--- src/rtl/hoop_game_pkg.sv ---
// Shared encodings for the hoop game controller: FSM states and play modes.
package hoop_game_pkg;

   typedef enum logic [1:0] {
      ST_IDLE = 2'd0,
      ST_PLAY = 2'd1,
      ST_OVER = 2'd2
   } state_e;

   localparam logic MODE_TIMED    = 1'b0;
   localparam logic MODE_PRACTICE = 1'b1;

endpackage

--- src/rtl/hoop_game_ctrl_if.sv ---
// Control/status bundle between the hoop game controller and its surroundings.
interface hoop_game_ctrl_if #(
   parameter int unsigned NUM_HOOPS = 1,
   parameter int unsigned SCORE_W   = 8,
   parameter int unsigned TIME_W    = 8
);
   localparam int unsigned TOT_W = SCORE_W + $clog2(NUM_HOOPS) + 1;

   logic                           start;
   logic                           stop;
   logic                           mode;
   logic [NUM_HOOPS-1:0]           hoop_in;
   logic [1:0]                     state;
   logic [TIME_W-1:0]              time_left;
   logic [NUM_HOOPS*SCORE_W-1:0]   scores;
   logic [TOT_W-1:0]               total_score;
   logic [TOT_W-1:0]               high_score;
   logic [NUM_HOOPS-1:0]           score_pulse;
   logic                           game_over_pulse;

   modport master (
      output start, stop, mode, hoop_in,
      input  state, time_left, scores, total_score, high_score, score_pulse, game_over_pulse
   );

   modport slave (
      input  start, stop, mode, hoop_in,
      output state, time_left, scores, total_score, high_score, score_pulse, game_over_pulse
   );

endinterface

--- src/rtl/hoop_debouncer.sv ---
// One hoop channel: 2-flop synchroniser, stable-sample counter, registered rising-edge strobe.
module hoop_debouncer #(
   parameter int unsigned DEBOUNCE_CYCLES = 500_000
) (
   input  logic clk_i,
   input  logic rst_i,
   input  logic raw_i,
   output logic rise_o
);

   localparam int unsigned CNT_W = (DEBOUNCE_CYCLES > 1) ? $clog2(DEBOUNCE_CYCLES) : 1;
   localparam logic [CNT_W-1:0] CNT_MAX = CNT_W'(DEBOUNCE_CYCLES - 1);

   logic             sync1_q, sync2_q;
   logic             level_q, level_d;
   logic             rise_q, rise_d;
   logic [CNT_W-1:0] cnt_q, cnt_d;

   // Counter tracks consecutive samples disagreeing with the accepted level.
   always_comb begin
      level_d = level_q;
      rise_d  = 1'b0;
      cnt_d   = '0;
      if (sync2_q != level_q) begin
         if (cnt_q == CNT_MAX) begin
            level_d = sync2_q;
            rise_d  = sync2_q;
         end else begin
            cnt_d = cnt_q + 1'b1;
         end
      end
   end

   always_ff @(posedge clk_i) begin
      if (rst_i) begin
         sync1_q <= 1'b0;
         sync2_q <= 1'b0;
         level_q <= 1'b0;
         rise_q  <= 1'b0;
         cnt_q   <= '0;
      end else begin
         sync1_q <= raw_i;
         sync2_q <= sync1_q;
         level_q <= level_d;
         rise_q  <= rise_d;
         cnt_q   <= cnt_d;
      end
   end

   assign rise_o = rise_q;

endmodule

--- src/rtl/hoop_game_ctrl.sv ---
// Hoop game controller: game FSM, 1 Hz prescaler, saturating per-hoop scores and high score.
module hoop_game_ctrl
   import hoop_game_pkg::*;
#(
   parameter int unsigned NUM_HOOPS       = 1,
   parameter int unsigned SCORE_W         = 8,
   parameter int unsigned TIME_W          = 8,
   parameter int unsigned GAME_SECONDS    = 10,
   parameter int unsigned TICKS_PER_SEC   = 50_000_000,
   parameter int unsigned DEBOUNCE_CYCLES = 500_000
) (
   input logic             clk_i,
   input logic             rst_i,
   hoop_game_ctrl_if.slave bus
);

   localparam int unsigned TOT_W   = SCORE_W + $clog2(NUM_HOOPS) + 1;
   localparam int unsigned PRESC_W = $clog2(TICKS_PER_SEC);
   localparam logic [PRESC_W-1:0] PRESC_MAX = PRESC_W'(TICKS_PER_SEC - 1);

   logic [NUM_HOOPS-1:0] rise;

   for (genvar i = 0; i < NUM_HOOPS; i++) begin : g_hoop
      hoop_debouncer #(
         .DEBOUNCE_CYCLES (DEBOUNCE_CYCLES)
      ) u_debouncer (
         .clk_i  (clk_i),
         .rst_i  (rst_i),
         .raw_i  (bus.hoop_in[i]),
         .rise_o (rise[i])
      );
   end

   state_e                             state_q, state_d;
   logic                               mode_q, mode_d;
   logic [PRESC_W-1:0]                 presc_q, presc_d;
   logic [TIME_W-1:0]                  time_q, time_d;
   logic [NUM_HOOPS-1:0][SCORE_W-1:0]  scores_q, scores_d;
   logic [TOT_W-1:0]                   total_q, total_d;
   logic [TOT_W-1:0]                   high_q, high_d;
   logic [NUM_HOOPS-1:0]               pulse_q, pulse_d;
   logic                               gop_q, gop_d;
   logic                               sec_tick, expire;

   assign sec_tick = (state_q == ST_PLAY) && (presc_q == PRESC_MAX);
   assign expire   = sec_tick && (mode_q == MODE_TIMED) && (time_q == TIME_W'(1));

   always_comb begin
      state_d  = state_q;
      mode_d   = mode_q;
      presc_d  = presc_q;
      time_d   = time_q;
      scores_d = scores_q;
      high_d   = high_q;
      pulse_d  = '0;
      gop_d    = 1'b0;
      total_d  = '0;

      unique case (state_q)
         ST_PLAY: begin
            presc_d = sec_tick ? '0 : presc_q + 1'b1;
            if (sec_tick) begin
               if (mode_q == MODE_TIMED) begin
                  time_d = time_q - 1'b1;
               end else if (time_q != '1) begin
                  time_d = time_q + 1'b1;
               end
            end
            // Baskets still count on the edge that ends the game.
            for (int i = 0; i < NUM_HOOPS; i++) begin
               if (rise[i]) begin
                  pulse_d[i] = 1'b1;
                  if (scores_q[i] != '1) begin
                     scores_d[i] = scores_q[i] + 1'b1;
                  end
               end
            end
            if (bus.stop || expire) begin
               state_d = ST_OVER;
               gop_d   = 1'b1;
            end
         end
         default: begin
            if (bus.start) begin
               state_d  = ST_PLAY;
               mode_d   = bus.mode;
               presc_d  = '0;
               scores_d = '0;
               time_d   = (bus.mode == MODE_PRACTICE) ? '0 : TIME_W'(GAME_SECONDS);
            end
         end
      endcase

      for (int i = 0; i < NUM_HOOPS; i++) begin
         total_d = total_d + TOT_W'(scores_d[i]);
      end
      if (gop_d && (total_d > high_q)) begin
         high_d = total_d;
      end
   end

   always_ff @(posedge clk_i) begin
      if (rst_i) begin
         state_q  <= ST_IDLE;
         mode_q   <= MODE_TIMED;
         presc_q  <= '0;
         time_q   <= '0;
         scores_q <= '0;
         total_q  <= '0;
         high_q   <= '0;
         pulse_q  <= '0;
         gop_q    <= 1'b0;
      end else begin
         state_q  <= state_d;
         mode_q   <= mode_d;
         presc_q  <= presc_d;
         time_q   <= time_d;
         scores_q <= scores_d;
         total_q  <= total_d;
         high_q   <= high_d;
         pulse_q  <= pulse_d;
         gop_q    <= gop_d;
      end
   end

   assign bus.state           = state_q;
   assign bus.time_left       = time_q;
   assign bus.scores          = scores_q;
   assign bus.total_score     = total_q;
   assign bus.high_score      = high_q;
   assign bus.score_pulse     = pulse_q;
   assign bus.game_over_pulse = gop_q;

endmodule
--- src/flat_wrapper.sv ---
// flat-port wrapper written by rule: the top's interface ports become plain ports
module hoop_game_ctrl_flat import hoop_game_pkg::*;
#(
   parameter int unsigned NUM_HOOPS       = 1,
   parameter int unsigned SCORE_W         = 8,
   parameter int unsigned TIME_W          = 8,
   parameter int unsigned GAME_SECONDS    = 10,
   parameter int unsigned TICKS_PER_SEC   = 50_000_000,
   parameter int unsigned DEBOUNCE_CYCLES = 500_000
)
  (clk_i, rst_i, bus_start, bus_stop, bus_mode, bus_hoop_in, bus_state, bus_time_left, bus_scores, bus_total_score, bus_high_score, bus_score_pulse, bus_game_over_pulse);
  hoop_game_ctrl_if #(.NUM_HOOPS(NUM_HOOPS), .SCORE_W(SCORE_W), .TIME_W(TIME_W)) bus_i ();
  input logic clk_i;
  input logic rst_i;
  input wire logic [$bits(bus_i.start)-1:0] bus_start;
  input wire logic [$bits(bus_i.stop)-1:0] bus_stop;
  input wire logic [$bits(bus_i.mode)-1:0] bus_mode;
  input wire logic [$bits(bus_i.hoop_in)-1:0] bus_hoop_in;
  output wire logic [$bits(bus_i.state)-1:0] bus_state;
  output wire logic [$bits(bus_i.time_left)-1:0] bus_time_left;
  output wire logic [$bits(bus_i.scores)-1:0] bus_scores;
  output wire logic [$bits(bus_i.total_score)-1:0] bus_total_score;
  output wire logic [$bits(bus_i.high_score)-1:0] bus_high_score;
  output wire logic [$bits(bus_i.score_pulse)-1:0] bus_score_pulse;
  output wire logic [$bits(bus_i.game_over_pulse)-1:0] bus_game_over_pulse;
  assign bus_i.start = bus_start;
  assign bus_i.stop = bus_stop;
  assign bus_i.mode = bus_mode;
  assign bus_i.hoop_in = bus_hoop_in;
  assign bus_state = bus_i.state;
  assign bus_time_left = bus_i.time_left;
  assign bus_scores = bus_i.scores;
  assign bus_total_score = bus_i.total_score;
  assign bus_high_score = bus_i.high_score;
  assign bus_score_pulse = bus_i.score_pulse;
  assign bus_game_over_pulse = bus_i.game_over_pulse;
  hoop_game_ctrl #(.NUM_HOOPS(NUM_HOOPS), .SCORE_W(SCORE_W), .TIME_W(TIME_W), .GAME_SECONDS(GAME_SECONDS), .TICKS_PER_SEC(TICKS_PER_SEC), .DEBOUNCE_CYCLES(DEBOUNCE_CYCLES)) u_core (.clk_i(clk_i), .rst_i(rst_i), .bus(bus_i));
endmodule
--- config.mk ---
export PLATFORM = sky130hd
export DESIGN_NAME = hoop_game_ctrl_flat
export DESIGN_NICKNAME = d
export VERILOG_FILES = /design/src/rtl/hoop_game_pkg.sv /design/src/rtl/hoop_game_ctrl_if.sv /design/src/rtl/hoop_debouncer.sv /design/src/rtl/hoop_game_ctrl.sv /design/src/flat_wrapper.sv
export SDC_FILE = /design/constraint.sdc
export NUM_CORES = 1
export LEC_CHECK = 0
export BUFFER_PORTS_ARGS = -buffer_cell sky130_fd_sc_hd__buf_4
export CORE_ASPECT_RATIO = 1.4
export CORE_MARGIN = 4
export CORE_UTILIZATION = 55
export DETAILED_ROUTE_END_ITERATION = 8
export GPL_TIMING_DRIVEN = 0
export PLACE_DENSITY = 0.84
export SETUP_SLACK_MARGIN = 0.5
export SYNTH_ARGS = -nofsm -noshare
export SYNTH_HDL_FRONTEND = slang
export SYNTH_HIERARCHICAL = 1
export SYNTH_SLANG_ARGS = --single-unit
--- constraint.sdc ---
create_clock -name clk_i -period 4.39 [get_ports clk_i]
set_input_delay 0.6585 -clock clk_i [delete_from_list [all_inputs] [get_ports clk_i]]
set_output_delay 0.6585 -clock clk_i [all_outputs]
set_load 0.01 [all_outputs]
==> out/metrics.cfg, run 1 <==
[run_status]
status=finished, final reports clean

[worst_setup_path]
r2r_setup_slack_ns=0.97
cp-start-kind=flip-flop
cp_data_required_time_ns=4.64
r2r_start=u_core/bus.total_score[0]
crit_chain=ha_1, and4_1, nand2_1, o21bai_1, mux2i_1, inv_1, ha_1, nor2b_1, o211ai_1, a21oi_1, a211oi_1, or3_1, buf_6, mux2_4
crit_type=reg2reg
critPathMaxFanout=8
cpMaxStageDelayCell=dfxtp_1
arrival_ns=3.67
path_delay_family=simple AND/OR/NAND/NOR gates
r2r-end=u_core/bus.high_score[3]
ff2ff_path_depth=14
cp-end-kind=flip-flop
path_buf_inv=2
slowest_delay_ns=0.45
path_common_cell=ha_1

[timing]
period_needed_ns=3.42
final_hold_viol_count=0
finalCritPeriodShare_pct=78.0
slew_headroom_pct=54.4
drv_slew=0
finalSetupViolations=0
tns_ns=0
rsz0062_at_grt=no
clock.fmax_mhz=292
holdWs_ns=0.458
tightest_slew_ns=0.678
setup_ws_ns=0.968
clock-skew-final_ns=0.0142

[die]
die_x_um=81.5
rows=37
die_h_um=111
die_area_um2=9030
pin_count=44
start_util_pct=56.4
core_um2=7360

[cells_and_area]
final-seq-area_um2=1560
fin_cells=645
diodes=0
fill_cells=592
layout-area-overhead-vs-synth_pct=14.8
fin_util_pct=64.8
multiInputGateArea_um2=2370
drive_gt1_share_pct=17.7
num-nets-final=563

[yosys]
synth.distinct_cells=63
synth_edf_count=0
synth_seq_cells=78
synth_top_area_share_pct=37.6
synth_cells=490
syn_area_um2=4150
avgSynthCellArea_um2=8.48
ys_top_cells_by_area=dfxtp_1 38%, nor2_1 6.1%, ha_1 4.2%
ys_async_sr_fraction_pct=0
yosysTopAreaCell=dfxtp_1
yosysSeqAreaShare_pct=37.6
synth_ff_type=dfxtp_1
synth_warnings=6

[grt]
grt_pass1_wl_mm=17.1
antenna_found_initial=0
gr-total-overflow=0
grt_max_degree=13
grt_pass1_vias=3706
grt_use_total_pct=23.8

[hold_path]
hp-class=reg2reg
hold_depth=1
min_to=u_core/g_hoop[0].u_debouncer/sync2_q
hp-start=u_core/g_hoop[0].u_debouncer/sync1_q

[placed_design]
dp_cells=629
port_buffers=41
preCtsSetupSlack_ns=1.14
hpwl_mm=7.27
finalWeightedCongestion=0.925

[cts]
cts_buffer_depth=2
ctsHoldBuffers=0
path_clk_slew_ns=0.08
cts_buffers=9
insertion_delay_ns=0.36
post_cts_buffers=0
clkSinkCount=78
ctsHtreeMaxLevel=3
cts_tree=done
postCtsResizedCells=0
cts_root_buf=clkbuf_8

[flow_run]
cap_violations=0

[route]
dr.pass1.iters=5
ant_nets=0
wl_per_cell_um=15.9
drt-total-wl_mm=10.3
vias_per_cell=5.97
detail_route.iter0.violations=298
vias=3848
drc_errors=0

[power]
vdd_ir_drop_max_v=0.000198
power.density_nw_per_um2=280
leakagePower_uw=0.00189

cell type report:
class	instances	area share, %
sequential	78	32.7
multi-input combinational	367	49.7
clock buffer	11	2.76
clock inverter	5	1.05
buffer	28	3.33
tap	97	2.55
timing repair buffer	41	6.45
inverter	18	1.42
sequential cells by signal (all words and copies together), names as in the netlist:
signal,flops
u_core/presc_q,26
u_core/g_hoop.u_debouncer/rise_o,1
u_core/g_hoop.u_debouncer/sync1_q,1
u_core/bus.score_pulse,1
u_core/bus.state,2
u_core/bus.game_over_pulse,1
u_core/g_hoop.u_debouncer/level_q,1
u_core/g_hoop.u_debouncer/sync2_q,1
u_core/bus.total_score,8
u_core/bus.high_score,8
u_core/g_hoop.u_debouncer/cnt_q,19
u_core/mode_q,1
u_core/bus.time_left,8
logic make-up after synthesis:
family	count (synthesis)	share of synthesized area [%]
AO/OA/AOI/OAI	86	13.8
other	1	0.0903
buffers and inverters	46	5.45
AND/OR/NAND/NOR	229	29.8
flip-flops	78	37.6
XOR/XNOR	24	5.06
adder cells (fa/ha/maj)	14	4.22
multiplexers	12	3.95
layer usage:
layer | share of wire, % | global-route usage (%) | up-vias
met3 | 5.3 | 5.85 | 17
met2 | 53 | 41.5 | 135
met4 | 1.8 | 9.58 | 0
met1 | 40 | 26.8 | 1836
met5 | 0 | 0 | -
li1 | - | - | 1860
metrics by stage:
stage	power (uW)	instance area [um^2]
4_1_cts	1340	4770
3_5_place_dp	825	4590
2_1_floorplan	793	4160
3_3_place_gp	822	4590
5_1_grt	1390	4770
6_report	1330	4770
cell usage after synthesis (11+ instances only):
master     n
a21oi_1   25
o21ai_0   13
nor2_1    68
nor3_1    13
ha_1      14
inv_1     18
clkbuf_1  11
and3_1    11
xnor2_1   15
a311oi_1  13
dfxtp_1   78
nand3_1   26
buf_4     12
nand4_1   12
nand2_1   39
how the worst max path moves through the flow:
stage / start / to / slack [ns] / cells past startpoint
6_report: u_core/bus.total_score[0] / u_core/bus.high_score[3] / 0.97 / 14
5_1_grt: u_core/bus.total_score[0] / u_core/bus.high_score[1] / 0.81 / 14
4_1_cts: u_core/bus.state[1] / u_core/bus.high_score[3] / 1.06 / 11
3_5_place_dp: u_core/bus.total_score[0] / u_core/bus.high_score[1] / 1.14 / 14
3_3_place_gp: u_core/bus.state[1] / u_core/bus.high_score[7] / 1.17 / 11
2_1_floorplan: u_core/bus.total_score[0] / u_core/bus.high_score[0] / 1.47 / 14
cells in the final DEF, fill, tap and decap left out, types with 9 or more instances in the layout:
cell type and count:
and3_1 11, clkbuf_1 13, a311oi_1 13, xnor2_1 15, inv_1 18, nand3_1 26, dfxtp_1 78, a21oi_1 25
nor3_1 13, clkbuf_8 9, xor2_1 9, nand2_1 39, nor2_1 68, ha_1 14, buf_4 53, o21ai_0 13
nand4_1 12
power breakdown:
| part | total [uW] | internal [uW] | switching [uW] | leakage [uW] |
|---|---|---|---|---|
| logic | 91.8 | 30.2 | 61.6 | 0.00117 |
| clock network | 524 | 259 | 265 | 0.0000968 |
| registers | 719 | 713 | 6.22 | 0.000630 |
(Power assumes the default switching activity.)
==> run 2: changes to the inputs <==
- clock period: 4.39 -> 3.2 ns (I/O delays scaled with it)
==> run 2 against run 1 <==
Die area unchanged. Cell count grew 2.2%. Sequential share of layout area is 1.3 points lower. Setup slack lost 0.77 ns. Non-clock buffer count up 14. Core utilization rose by 3.5 points. Critical path type unchanged. Largest cell class unchanged. Highest routed layer unchanged.
==> out/metrics.cfg, run 2 (synthesized netlist as in run 1, its figures left out) <==
[cells_and_area]
final_common_cell=dfxtp_1
diodes=0  ; unchanged
num-nets-final=577  ; +2.5%
largest_reg_flops=26  ; unchanged
layout-area-overhead-vs-synth_pct=21.0
stdcell_area_um2=5020  ; +5.4%
drive_gt1_share_pct=23.1  ; +5.4 points
most-common-layout-cells=71 x dfxtp_1, 68 x nor2_1, 67 x buf_4, 37 x nand2_1, 26 x nand3_1
largestRegisters=u_core/presc_q: 26 flops, u_core/g_hoop.u_debouncer/cnt_q: 19 flops
regMostFlops=u_core/presc_q
fill_cells=562  ; -5.1%

[cts]
insertion_delay_ns=0.36  ; about the same
ctsHtreeMaxLevel=3  ; unchanged
clkSinkCount=78  ; unchanged
cts_buffer_depth=2  ; unchanged
cts_root_buf=clkbuf_8
path_clk_slew_ns=0.08  ; about the same
cts_tree=done
cts_buffers=9  ; unchanged

[worst_setup_path]
path_buf_inv=2  ; unchanged
slowest_delay_ns=0.38  ; -0.07 ns
path_common_cell=ha_4
crit_chain=ha_4, and4_4, nand2_4, o21bai_4, mux2i_2, inv_1, ha_4, nor2b_1, o211ai_1, a21oi_1, a211oi_1, or3_1, buf_6, mux2_4
crit_type=reg2reg
critPathMaxFanout=8  ; unchanged
cp-start-kind=flip-flop
cpMaxStageDelayCell=dfxtp_4
cp-end-kind=flip-flop
cp_data_required_time_ns=3.45  ; -1.19 ns
path_delay_family=simple AND/OR/NAND/NOR gates
arrival_ns=3.25  ; -0.42 ns

[route]
vias_per_cell=5.94  ; -0.37%
wl_per_cell_um=16.3  ; +2.6%
dr.pass1.iters=5  ; unchanged
vias=3917  ; +1.8%
ant_nets=0  ; unchanged
drc_errors=0  ; unchanged
drt-total-wl_mm=10.8  ; +4.8%
detail_route.iter0.violations=310  ; +4.0%

[power]
power.density_nw_per_um2=387  ; +38%
leakagePower_uw=0.00200  ; +5.8%
vdd_ir_drop_max_v=0.000257  ; +30%

[timing]
drv_slew=0  ; unchanged
slew_headroom_pct=51.4  ; -3.0 points
finalCritPeriodShare_pct=93.7  ; +16 points
tns_ns=0  ; unchanged
tightest_slew_ns=0.722  ; +0.0445 ns
setup_ws_ns=0.201  ; -0.766 ns
finalSetupViolations=0  ; unchanged
clock.fmax_mhz=333  ; +14%
final_hold_viol_count=0  ; unchanged
period_needed_ns=3.00  ; -0.424 ns
clock-skew-final_ns=0.0124  ; -0.00182 ns
rsz0062_at_grt=yes

[placed_design]
preCtsSetupSlack_ns=0.121  ; -1.02 ns
port_buffers=41  ; unchanged
hpwl_mm=7.24  ; -0.45%
finalWeightedCongestion=0.894  ; -3.4%
place_area_um2=4640  ; +1.1%

[grt]
grt_use_total_pct=25.4  ; +1.6 points
grt_max_degree=13  ; unchanged
antenna_found_initial=0  ; unchanged
gr-usage-met1_pct=29.2  ; +2.4 points
grt_pass1_vias=3889  ; +4.9%
grt_pass1_wl_mm=18.3  ; +6.8%
gr-total-overflow=0  ; unchanged
grt_use_met3_pct=5.69  ; -0.16 points
met2_usage_pct=43.1  ; +1.6 points
grt_busiest_layer=met2

[die]
pin_count=44  ; unchanged
start_util_pct=56.4  ; unchanged
die_area_um2=9030  ; unchanged
die_h_um=111  ; unchanged
rows=37  ; unchanged
die_x_um=81.5  ; unchanged
core_um2=7360  ; unchanged

[flow_run]
cap_violations=0  ; unchanged

[run_status]
status=finished, final reports clean

[hold_path]
hp-class=in2reg

run 2: cell types whose count changed in the layout (fill, tap and decap cells not counted), sizes merged:
cell	previous run	this run
clkinv	4	0
bufinv	1	2
clkbuf	22	24
buf	58	72
clkinvlp	0	1
run 2: stage by stage:
stage	total power (uW)	utilization (%)	hold WS, ns	instances
after CTS	1950	68.0	0.326	659
after global routing	2010	68.3	0.334	659
after floorplan	1090	-	0.414	491
final	1940	68.3	0.335	659
after global placement	1130	63.0	0.423	629
after detailed placement	1130	63.0	0.457	629
run 2: where the power goes:
group	internal (uW)	leakage, uW	switching [uW]
clock	462	0.000104	368
combinational	43.9	0.00126	86.4
sequential	975	0.000634	9.18
run 2: layout make-up:
cell class / instances / area (um^2) / share of cell area (%)
sequential: 78 / 1580 / 31.4
timing repair buffer: 55 / 413 / 8.22
clock buffer: 13 / 149 / 2.96
tap: 97 / 121 / 2.42
clock inverter: 3 / 67.6 / 1.34
multi-input combinational: 367 / 2470 / 49.1
inverter: 18 / 67.6 / 1.34
buffer: 28 / 163 / 3.24
run 2: timing repair:
action	4_1_cts	5_1_grt
setup buffers	14	0
gates resized for setup	14	5
pin swaps	2	0
setup endpoints to repair	20	19
hold buffers	0	0
run 2: metal layers:
| layer | share of wire (%) | vias to the layer above |
|---|---|---|
| met5 | 0 | - |
| met4 | 2.6 | 0 |
| met3 | 5.1 | 29 |
| met2 | 52 | 145 |
| met1 | 40 | 1863 |
| li1 | - | 1880 |
run 2: worst paths after layout:
check | depth (start not counted) | from | slack, ns | to
worst min-delay path | 2 | bus_hoop_in | 0.34 | u_core/g_hoop[0].u_debouncer/sync1_q
worst max register to register | 14 | u_core/bus.total_score[0] | 0.20 | u_core/bus.high_score[5]
worst max-delay path | 14 | u_core/bus.total_score[0] | 0.20 | u_core/bus.high_score[5]
worst min register to register | 1 | u_core/g_hoop[0].u_debouncer/sync1_q | 0.46 | u_core/g_hoop[0].u_debouncer/sync2_q
==> run 3: changes to the inputs <==
- CORE_UTILIZATION: 55 -> 44
- PLACE_DENSITY: 0.84 -> 0.72
==> run 3 against run 2 <==
Power up 16%. Highest routed layer unchanged. Register-to-register slack about the same. Routed wire length is 2.4% lower. Via count is 0.61% lower. Hold slack gained 0.025 ns. Count of clock-buffer cells in the layout is 2 lower. Final area rose by 2.6%. Critical path type unchanged. Clock power up 37%.
==> out/metrics.cfg, run 3 (synthesized netlist as in run 1, its figures left out) <==
[run_status]
status=finished, final reports clean

[cts]
ctsHtreeMaxLevel=3  ; unchanged
cts_buffer_depth=2  ; unchanged
cts_buffers=9  ; unchanged
cts_root_buf=clkbuf_16
insertion_delay_ns=0.33  ; -0.03 ns
cts_tree=done
path_clk_slew_ns=0.06  ; -0.02 ns
clkSinkCount=78  ; unchanged

[flow_run]
cap_violations=0  ; unchanged

[timing]
holdWs_ns=0.361  ; +0.0252 ns
clock-skew-final_ns=0.00554  ; -0.00687 ns
tns_ns=0  ; unchanged
clock.fmax_mhz=335  ; +0.40%
period_needed_ns=2.99  ; -0.0119 ns
slew_headroom_pct=57.4  ; +6.0 points
drv_slew=0  ; unchanged
finalSetupViolations=0  ; unchanged
tightest_slew_ns=0.633  ; -0.0897 ns
rsz0062_at_grt=yes
final_hold_viol_count=0  ; unchanged
finalCritPeriodShare_pct=93.3  ; -0.37 points

[grt]
grt_pass1_vias=3839  ; -1.3%
grt_max_degree=13  ; unchanged
gr-total-overflow=0  ; unchanged
grt_use_total_pct=19.1  ; -6.3 points
grt_pass1_wl_mm=17.5  ; -4.3%
antenna_found_initial=0  ; unchanged

[die]
die_h_um=123  ; +11%
die_x_um=90.1  ; +11%
rows=41  ; +11%
start_util_pct=45.5  ; -11 points
die_area_um2=11100  ; +23%
core_um2=9130  ; +24%
pin_count=44  ; unchanged

[cells_and_area]
num-nets-final=572  ; -0.87%
regMostFlops=u_core/presc_q
drive_gt1_share_pct=23.5  ; +0.39 points
layout-area-overhead-vs-synth_pct=24.1
diodes=0  ; unchanged
largestRegisters=u_core/presc_q: 26 flops, u_core/g_hoop.u_debouncer/cnt_q: 19 flops
largest_reg_flops=26  ; unchanged
most-common-layout-cells=70 x dfxtp_1, 68 x nor2_1, 62 x buf_4, 37 x nand2_1, 26 x nand3_1
final_common_cell=dfxtp_1

[worst_setup_path]
crit_type=reg2reg
cp_data_required_time_ns=3.42  ; -0.03 ns
critPathMaxFanout=8  ; unchanged
r2r_start=u_core/bus.total_score[0]
crit_path_start=u_core/bus.total_score[0]
cp-start-kind=flip-flop
arrival_ns=3.21  ; -0.04 ns
cp-end-kind=flip-flop

[route]
vias_per_cell=5.86  ; -1.4%
drt-total-wl_mm=10.5  ; -2.4%
ant_nets=0  ; unchanged
wl_per_cell_um=15.8  ; -3.2%
dr.pass1.iters=7  ; +2
detail_route.iter0.violations=250  ; -19%
vias=3893  ; -0.61%
drc_errors=0  ; unchanged

[hold_path]
hp-start=bus_hoop_in
hp-class=in2reg

[placed_design]
hpwl_mm=7.33  ; +1.3%
port_buffers=41  ; unchanged
finalWeightedCongestion=0.872  ; -2.5%

[power]
power.density_nw_per_um2=437  ; +13%
leakagePower_uw=0.00205  ; +2.4%
vdd_ir_drop_max_v=0.000272  ; +6.1%

-- run 3: through the flow --
stage                     instances  setup WS (ns)  total power, uW  area (um^2)  util [%]
after floorplan                 491          0.453             1090         4210         -
after global placement          639          0.122             1130         4650      50.9
after detailed placement        639         0.0735             1130         4650      50.9
after CTS                       661          0.304             2270         5050      55.3
after global routing            664         0.0949             2330         5160      56.5
final                           664          0.213             2250         5160      56.5
-- run 3: layer usage --
layer	global-route usage, %	part of all wire [%]
met3	4.63	4.9
met1	21.5	42
met2	34.1	51
met4	8.91	2.2
met5	0	0
-- run 3: power breakdown --
part           switching (uW)  total (uW)  internal, uW  leakage, uW
Clock                     383        1140           757     0.000159
Sequential               9.56         986           976     0.000635
Combinational            85.6         129          43.8      0.00126
-- run 3: layout make-up --
class                      count  area, um^2
inverter                      18        67.6
clock buffer                  11         233
timing repair buffer          50         375
buffer                        28         160
multi-input combinational    367        2510
sequential                    78        1580
clock inverter                 5        97.6
fill                         836        3980
tap                          107         134
-- run 3: critical path: stages, from the launching register on --
cell	delay (ns)
dfxtp_4	0.37
ha_4	0.14
and4_4	0.22
nand2_4	0.07
o21bai_4	0.17
mux2i_2	0.28
inv_1	0.10
ha_4	0.28
nor2b_4	0.12
o211ai_1	0.12
a21oi_2	0.16
a211oi_2	0.05
or3_1	0.32
buf_6	0.17
mux2_4	0.30
-- run 3: repair_timing --
action	CTS	global route
setup endpoints to repair	18	23
gates resized for setup	9	20
hold buffers	0	0
pin swaps	2	1
buffers inserted	6	3
-- run 3: path summary, 6_finish.rpt --
check,to,slack (ns),depth (start not counted)
worst max-delay path,u_core/bus.high_score[4],0.21,14
worst min-delay path,u_core/g_hoop[0].u_debouncer/sync1_q,0.36,2
worst max register to register,u_core/bus.high_score[4],0.21,14
worst min register to register,u_core/g_hoop[0].u_debouncer/sync2_q,0.44,1
